`config.mk`:
```
export PLATFORM = sky130hd
export DESIGN_NAME = if_id_queue
export DESIGN_NICKNAME = d
export VERILOG_FILES = /design/src/rtl/if_id_queue.sv
export SDC_FILE = /design/constraint.sdc
export NUM_CORES = 1
export LEC_CHECK = 0
export BUFFER_PORTS_ARGS = -buffer_cell sky130_fd_sc_hd__buf_2
export CELL_PAD_IN_SITES_DETAIL_PLACEMENT = 0
export CELL_PAD_IN_SITES_GLOBAL_PLACEMENT = 1
export CORE_MARGIN = 1
export CORE_UTILIZATION = 50
export CTS_CLUSTER_DIAMETER = 100
export DETAILED_ROUTE_END_ITERATION = 16
export GPL_TIMING_DRIVEN = 0
export PLACE_DENSITY_LB_ADDON = 0.1
export SLEW_MARGIN = 30
export SYNTH_ARGS = -nofsm -noshare
export SYNTH_HDL_FRONTEND = slang
export SYNTH_SLANG_ARGS = --single-unit
```
`constraint.sdc`:
```
create_clock -name clk -period 5.2 [get_ports clk]
set_clock_uncertainty 0.15 [all_clocks]
set_input_delay 1.04 -clock clk [delete_from_list [all_inputs] [get_ports clk]]
set_output_delay 1.04 -clock clk [all_outputs]
set_load 0.02 [all_outputs]
```
`src/rtl/if_id_queue.sv`:
```
`default_nettype none
// ============================================================================
//  if_id_queue : circular-buffer queue between instruction fetch and decode,
//                flushed on branch mispredict; empty head reads as all-zero.
//  Revision    : 1.0
// ============================================================================
module if_id_queue #(
  parameter int ADDR_W = 32,
  parameter int INST_W = 32,
  parameter int DEPTH  = 4
) (
  input  logic                     clk,
  input  logic                     rst,
  input  logic                     branch_error,
  input  logic                     in_valid,
  input  logic [ADDR_W-1:0]        in_pc,
  input  logic [INST_W-1:0]        in_inst,
  input  logic                     in_predict,
  input  logic [ADDR_W-1:0]        in_next_pc,
  output logic                     in_ready,
  output logic                     out_valid,
  output logic [ADDR_W-1:0]        out_pc,
  output logic [INST_W-1:0]        out_inst,
  output logic                     out_predict,
  output logic [ADDR_W-1:0]        out_next_pc,
  input  logic                     out_ready,
  output logic [$clog2(DEPTH):0]   count
);

  localparam int PTR_W = $clog2(DEPTH);
  localparam int CNT_W = PTR_W + 1;
  localparam logic [CNT_W-1:0] c_depth_cnt = CNT_W'(DEPTH);

  logic [ADDR_W-1:0] r_pc_mem   [DEPTH];
  logic [INST_W-1:0] r_inst_mem [DEPTH];
  logic              r_pred_mem [DEPTH];
  logic [ADDR_W-1:0] r_npc_mem  [DEPTH];

  logic [PTR_W-1:0]  r_wr_ptr;
  logic [PTR_W-1:0]  r_rd_ptr;
  logic [CNT_W-1:0]  r_count;

  logic              w_enq;
  logic              w_deq;

  // in_ready deliberately ignores out_ready: a full queue never accepts.
  assign in_ready  = (r_count < c_depth_cnt);
  assign out_valid = (r_count != '0);
  assign count     = r_count;

  assign w_enq = in_valid && in_ready;
  assign w_deq = out_valid && out_ready;

  // Storage is not reset; validity is tracked solely by r_count.
  always_ff @(posedge clk) begin
    if (w_enq) begin
      r_pc_mem[r_wr_ptr]   <= in_pc;
      r_inst_mem[r_wr_ptr] <= in_inst;
      r_pred_mem[r_wr_ptr] <= in_predict;
      r_npc_mem[r_wr_ptr]  <= in_next_pc;
    end
  end

  always_ff @(posedge clk) begin
    if (rst || branch_error) begin
      r_wr_ptr <= '0;
      r_rd_ptr <= '0;
      r_count  <= '0;
    end else begin
      if (w_enq) begin
        r_wr_ptr <= r_wr_ptr + 1'b1;
      end
      if (w_deq) begin
        r_rd_ptr <= r_rd_ptr + 1'b1;
      end
      case ({w_enq, w_deq})
        2'b10:   r_count <= r_count + 1'b1;
        2'b01:   r_count <= r_count - 1'b1;
        default: r_count <= r_count;
      endcase
    end
  end

  // Bubble outputs are forced to zero so ID sees a NOP word.
  always_comb begin
    out_pc      = '0;
    out_inst    = '0;
    out_predict = 1'b0;
    out_next_pc = '0;
    if (out_valid) begin
      out_pc      = r_pc_mem[r_rd_ptr];
      out_inst    = r_inst_mem[r_rd_ptr];
      out_predict = r_pred_mem[r_rd_ptr];
      out_next_pc = r_npc_mem[r_rd_ptr];
    end
  end

endmodule
`default_nettype wire

```
# == After elaboration in Yosys (flattened, before gate mapping) ==
# Memory sizes are Yosys's and may differ from the RTL's. A register that Yosys moved wholly into a read port is not among the register bits.
# Index checks and enable logic that the tools add are counted.
# classes
addsub,4
n_lt_le_gt_ge,1
eq_ne,2
muxes,15
n_reduce_logical,5
# ops
operator,n
two-way mux 32 bit,3
two-way mux 2 bit,8
case mux 3 bit (2 select lines),1
adder 2 x 1 -> 2 bit (second input constant),2
adder 3 x 1 -> 3 bit (second input constant),1
< comparator 3 bit (second input constant),1
two-way mux 1 bit,3
nonzero test 3 bit,1
subtractor 3 x 1 -> 3 bit (second input constant),1
equality test 2 x 1 -> 1 bit (second input constant),1
equality test 2 bit (second input constant),1
logical AND 1 bit,2
nonzero test 2 bit,1
logical OR 1 bit,1
# totals
regBits,7
mem_bits_rw,388
in_bits,102
output_inout_bits,102
wordCells,34
memories,4
# memory_table
name,words,width,read_ports,rd_ports_with_merged_regs,wr,line,text
r_inst_mem,4,32,1,1,1,35,logic [INST_W-1:0] r_inst_mem [DEPTH];
r_npc_mem,4,32,1,1,1,37,logic [ADDR_W-1:0] r_npc_mem [DEPTH];
r_pc_mem,4,32,1,1,1,34,logic [ADDR_W-1:0] r_pc_mem [DEPTH];
r_pred_mem,4,1,1,1,1,36,logic r_pred_mem [DEPTH];

# == Longest topological paths before layout ==
# Gate-level depths: netlist (run 1).
# depth
word_depth,4
depth_mapped,9
ltp_nobuf,8

# == Least setup slack after synthesis (run 1) ==
# No wires, ideal clock.
# synth_timing
path_type,input-to-reg
start,input in_valid
end,"memory r_inst_mem[1][0], enable pin"
arrival_time_ns,3.664
t_required_ns,4.583
setup_slack_ns,0.919
stages,3
path_buffers,1
path_cell_list,nor2b_1 > clkbuf_1 > and2_1
# synth_between
elab_chain_cells,3
# synth_lines
item,line,text
start: declaration,15,"input logic in_valid,"
logical AND 1 bit,51,assign w_enq = in_valid && in_ready;
two-way mux 1 bit,56,if (w_enq) begin
two-way mux 1 bit (implied by the code),58,r_inst_mem[r_wr_ptr] <= in_inst;
end: declaration,35,
# Every way passes these cells.

# == Final worst setup path (run 1) ==
# layout_timing
start,register r_count[1] (netlist: count[1])
end,output out_pc[8]
# layout_between
elab_chain_cells,2
# layout_lines
item,line,text
start: declaration,41,logic [CNT_W-1:0] r_count;
start signal: assignment,77,2'b10: r_count <= r_count + 1'b1;
start signal: assignment,78,2'b01: r_count <= r_count - 1'b1;
start signal: assignment,79,default: r_count <= r_count;
nonzero test 3 bit,48,assign out_valid = (r_count != '0);
two-way mux 32 bit,90,if (out_valid) begin
end: declaration,22,"output logic [ADDR_W-1:0] out_pc,"
# Every way passes these cells.

==> results of run 1 <==
[metal layers]
layer | wire length [um] | GRT usage (%) | up-vias
met5 | 46 | 0 | -
met4 | 452 | 4.49 | 10
met3 | 1810 | 4.76 | 50
met2 | 14300 | 31.2 | 206
met1 | 11600 | 24.7 | 3686
li1 | - | - | 3219
[cell type report]
| type | count | share of cell area [%] |
|---|---|---|
| diodes | 2 | 0.0276 |
| plain buffers | 34 | 1.07 |
| clock buffers | 55 | 6.18 |
| clock inverters | 21 | 0.987 |
| inverters | 8 | 0.166 |
| multi-input cells | 227 | 16.8 |
| flip-flops and latches | 397 | 65.2 |
| well taps | 390 | 2.69 |
| repair buffers | 211 | 6.82 |
[final timing paths]
path,start,to
min reg2reg,r_rd_ptr[1],r_rd_ptr[1]
max,count[1],out_pc[8]
max reg2reg,count[2],r_inst_mem[2][23]
min,r_rd_ptr[1],r_rd_ptr[1]
[stage by stage]
stage	hold WS (ns)	TNS, ns	setup WS (ns)
2_1_floorplan	0.335	0	0.919
3_3_place_gp	0.362	-368.64	-0.964
3_5_place_dp	0.362	0	1.73
4_1_cts	0.389	0	1.17
5_1_grt	0.412	0	1.07
6_report	0.396	0	1.25
[logic make-up (layout without fill, tap and decap cells)]
logic type | Yosys count | count (layout) | synth area share [%]
simple gates | 113 | 113 | 4.54
xor+xnor | 5 | 5 | 0.290
fa+ha+maj | 6 | 6 | 0.547
other cells | 0 | 2 | 0
buf+inv | 42 | 329 | 1.48
flops | 397 | 397 | 78.4
compound gates | 5 | 5 | 0.207
mux | 98 | 98 | 14.5
[worst min-delay path, stage by stage, from the launching register on]
cell	delay, ns
dfxtp_1	0.33
xor2_1	0.06
nor2_1	0.11
[synthesized netlist by cell type (all sizes together), types with 2 or more instances]
cell / n
a21oi: 2
and2: 101
buf: 16
clkbuf: 18
dfxtp: 9
edfxtp: 388
ha: 5
inv: 8
mux4: 97
nor2: 8
xor2: 4
[cells in the final DEF (no fill, tap or decap), drive strengths merged, types with 5 or more instances in the layout]
cell type and instances:
clkinv 16, and2 101, edfxtp 388, dfxtp 9, mux4 97, buf 227
clkbuf 73, nor2 8, ha 5, inv 9
[state kept, by name, summed over array words and instances, names as in the netlist, named ones only]
register    count
r_rd_ptr        2
count           3
r_wr_ptr        2
r_pred_mem      4
r_npc_mem     128
r_inst_mem    128
r_pc_mem      128
[power by group through the flow]
stage	registers (mW)	clock network, mW	logic (mW)
after floorplan	3.69	0	0.238
after global placement	3.70	0	0.400
after detailed placement	3.69	0	0.428
after CTS	3.62	2.86	0.429
after global routing	3.63	2.97	0.457
final	3.62	2.79	0.419
==> results by group, run 1 <==
Clock tree
  • Clk Latency, worst-skew pair: 0.51 ns
  • CTS root buf: clkbuf_16
  • Clock tree from TritonCTS: yes
  • Number of H-tree levels: 2
  • CTS resizes: 0
  • Clock sink count: 397
  • Cts hold-fix bufs: 0
  • Clock slew at reported path FFs: 0.06 ns
  • Clk buf depth: 3
  • CTS Buf Count: 41
  • Post-CTS Setup Inserts: 0

Critical path
  • CP Launch Type: flop
  • Worst r2r path cells: 5
  • Crit path capture type: output port
  • Worst path depth: 6
  • Most used cell, CP: clkbuf_1
  • Worst path bufs/invs: 4
  • Critical Path AT: 2.76 ns
  • WS Path Type: reg -> out
  • R2R setup slack: 2.87 ns
  • Worst endpoint required time: 4.01 ns
  • CP cell instances: inv_1 > nand3_1 > clkbuf_1 > clkbuf_1 > and2_1 > buf_2
  • Delay-heaviest family, CP: buffers and inverters
  • Crit-path slowest cell: nand3_1
  • Crit-path max cell delay: 0.56 ns
  • Crit path max fanout: 10

Die
  • Site row count: 63
  • Initial core utilization: 50.9%
  • Core Region: 0.0296 mm2
  • Die ar.: 0.0309 mm2
  • Die X: 176 um
  • I/O pin count: 204
  • Die height: 176 um

Drt
  • DRC: 0
  • Final ANT Viol Nets: 0
  • First-pass detailed-route iteration total: 4
  • Via count: 7171
  • Drt total wl: 28200 um
  • Via density: 5.33
  • Initial DRC Count: 522
  • Average wire per standard cell: 21.0 um

STA
  • Unrepaired setup endpoints after global routing: false
  • Final Critical Period: 3.95 ns
  • Fin. Hold Viols: 0
  • Fin. max-slew vios: 0
  • Final setup fails: 0
  • Slew headroom: 50.8%
  • Fin crit share: 75.9%
  • Fmax: 253 MHz
  • Worst-Margin Slew: 0.735 ns

Finish
  • Post-layout util: 61.2%
  • Final Instance Area: 0.0181 mm2
  • Layout cells sized above 1: 40.6%
  • Multi-input gate area: 0.00305 mm2
  • Area Growth Syn to Fin: 20.1%
  • Fill cells: 2220
  • Reg area: 0.0118 mm2
  • Post-route insts no fill: 1345
  • Nets: 1028

GRT
  • Gr usage total: 18.7%
  • Grt ovf: 0
  • Initial antenna violation count: 5
  • Vias in the first global route: 7639
  • First-pass GRT wire length: 43000 um
  • Largest net degree at the start of global routing: 41

Pwr
  • Seq pwr share: 53.0%
  • Pwr Total: 6.83 mW
  • PwrDens: 377 mW/mm2
  • Psw: 1.39 mW
  • Leak: 6.33 nW
  • Sw Share: 20.3%
  • Int Power: 5.44 mW
  • Clock power share: 40.8%
  • Combinational fraction of design power: 6.1%
  • Maximum ir drop on the vdd rail: 312 uV

Logic synthesis
  • Async set or reset register ratio after synthesis: 0%
  • Synth top area share: 77.2%
  • #FFs+latches synth: 397
  • Synthesized cell area: 0.0151 mm2
  • Syn nets: 774
  • Post-Synthesis Cells: 666
  • Primary FF master, synth: edfxtp_1
  • Synthesized area per cell: 22.7 um2
  • Cell variety after synth: 23
  • Sequential share of the synthesized area: 78.4%
  • Post-synth EDFFs: 388
  • Synth warnings: 0
  • Leading area contributor after synthesis: edfxtp_1
  • Area contributors post-synth: edfxtp_1 (77%), mux4_2 (14%), and2_1 (4.2%)

Worst hold path
  • Hold Crit Class: reg -> reg
  • Hold path depth: 2

Job
  • MaxCap Viol Count: 0

Place
  • Buffers on Ports: 203
  • DP Area: 0.0168 mm2
  • Hpwl dp: 18000 um
  • Placed cell count: 1267
  • GPL Wtd Cong: 0.753

Outcome
  • Outcome: finished, final reports clean
No activity file was read; power rests on OpenSTA's default activity.
==> run 2: changes to the inputs <==
- CORE_UTILIZATION: 50 -> 45
- clock period: 5.2 -> 3.2 ns (I/O delays scaled with it)
==> results by group, run 2 (synthesized netlist as in run 1, its figures left out) <==
Outcome
  • Outcome: finished, final reports clean

STA
  • Fmax: 325 MHz
  • Slew headroom: 60.9%
  • Fin crit share: 96.2%
  • Setup TNS: 0 ns
  • Post-route setup slack: 0.121 ns
  • Fin. Hold Viols: 0
  • Unrepaired setup endpoints after global routing: false
  • Final Critical Period: 3.08 ns
  • Fin. max-slew vios: 0
  • Worst-Margin Slew: 0.587 ns
  • Final setup fails: 0

GRT
  • Gr usage total: 17.8%
  • First-pass GRT wire length: 45000 um
  • Grt ovf: 0
  • Initial antenna violation count: 6
  • Largest net degree at the start of global routing: 35
  • Vias in the first global route: 7750

Clock tree
  • CTS Buf Count: 43
  • CTS root buf: clkbuf_16
  • Post-CTS Setup Inserts: 0
  • Clk Latency, worst-skew pair: 0.52 ns
  • Clock sink count: 397
  • Clock tree from TritonCTS: yes
  • Clock slew at reported path FFs: 0.06 ns
  • Number of H-tree levels: 2
  • Clk buf depth: 3

Drt
  • Final ANT Viol Nets: 0
  • Via count: 7166
  • Drt total wl: 29600 um
  • Routed wl met3: 1820 um
  • Top Metal Used: met5
  • Via density: 5.11
  • DRC: 0
  • First-pass detailed-route iteration total: 4
  • Average wire per standard cell: 21.2 um
  • DR WL met2: 14800 um
  • Routed met1 length: 12300 um
  • Initial DRC Count: 375

Finish
  • Most common cell after layout, fill and taps aside: edfxtp_1
  • Largest regs: r_inst_mem x128, r_npc_mem x128, r_pc_mem x128
  • Area Growth Syn to Fin: 20.9%
  • Layout cells sized above 1: 41.3%
  • Post-route insts no fill: 1401
  • Final Instance Area: 0.0183 mm2
  • Nets: 1034
  • Most frequent cells in the layout: edfxtp_1 (388), buf_2 (209), mux4_2 (97), and2_1 (97), clkbuf_16 (45)

Die
  • I/O pin count: 204
  • Site row count: 66
  • Die height: 185 um
  • Die X: 185 um
  • Die ar.: 0.0343 mm2
  • Initial core utilization: 46.0%
  • Core Region: 0.0328 mm2

Critical path
  • Crit path capture type: output port
  • Worst endpoint required time: 2.41 ns
  • Crit-path max cell delay: 0.35 ns
  • WS Path Type: reg -> out
  • Critical Path AT: 2.29 ns
  • Crit-path slowest cell: mux4_2
  • CP Launch Type: flop
  • Crit path max fanout: 10
  • CP cell instances: buf_2 > buf_4 > buf_4 > mux4_2 > and2_1 > buf_2

Worst hold path
  • Hold Crit Class: in -> reg

Place
  • DP Area: 0.0169 mm2
  • Buffers on Ports: 203
  • Placed cell count: 1323
  • Hpwl dp: 19000 um
  • GPL Wtd Cong: 0.747
  • Setup slack at placement: 0.130 ns

Pwr
  • Pwr Total: 11.1 mW
  • Leak: 6.36 nW
  • Maximum ir drop on the vdd rail: 424 uV
  • PwrDens: 610 mW/mm2

Job
  • MaxCap Viol Count: 0
-- run 2: cell count changes in the layout (fill, tap and decap cells not counted), sizes merged --
cell    previous run  this run
buf              227       229
bufinv             3         2
clkbuf            73        79
clkinv            16        14
inv                9         8
-- run 2: worst max-delay path: cells and delay by family (launching register included) --
| kind | cells | cell delay, ns |
|---|---|---|
| buffers and inverters | 4 | 0.94 |
| flip-flops | 1 | 0.30 |
| multiplexers | 1 | 0.35 |
| AND/OR/NAND/NOR | 1 | 0.17 |
-- run 2: path summary, 6_finish.rpt --
path	end	slack (ns)	depth (start not counted)	from
worst min register to register	r_rd_ptr[1]	0.38	2	r_rd_ptr[1]
worst max register to register	r_pc_mem[3][11]	0.78	5	count[2]
worst min-delay path	r_inst_mem[1][7]	0.18	1	in_inst[7]
worst max-delay path	out_pc[21]	0.12	6	flop
-- run 2: per-stage QoR --
stage                     hold WS [ns]  utilization (%)
after floorplan                  0.335                -
after detailed placement         0.365             51.6
after CTS                        0.154             55.6
after global routing             0.160             55.7
after global placement           0.365             50.8
final                            0.177             55.7
-- run 2: area by class of cell --
type | instances | area [um2]
antenna | 2 | 5.00
buffer | 34 | 218
clock buffer | 59 | 1180
clock inverter | 17 | 125
fill | 2589 | 14500
inverter | 8 | 30.0
multi-input combinational | 227 | 3050
sequential | 397 | 11800
tap | 442 | 553
timing repair buffer | 215 | 1260
-- run 2: per-layer routing --
metal	vias to the layer above	GRT usage, %
li1	3221	-
met5	-	0
met3	60	4.54
met2	198	29.8
met4	8	5.02
met1	3679	23.0
-- run 2: where the power goes --
| group | switching [mW] | internal [mW] | total [mW] |
|---|---|---|---|
| combinational | 0.402 | 0.286 | 0.689 |
| sequential | 0.0300 | 5.86 | 5.89 |
| clock | 1.84 | 2.72 | 4.56 |
-- run 2: timing repair --
item | in CTS | in global routing
endpoints found under the hold margin | 0 | 0
endpoints found under the setup margin | 92 | 23
pin swaps | 0 | 0
hold buffers | 0 | 0
gates resized for setup | 12 | 4
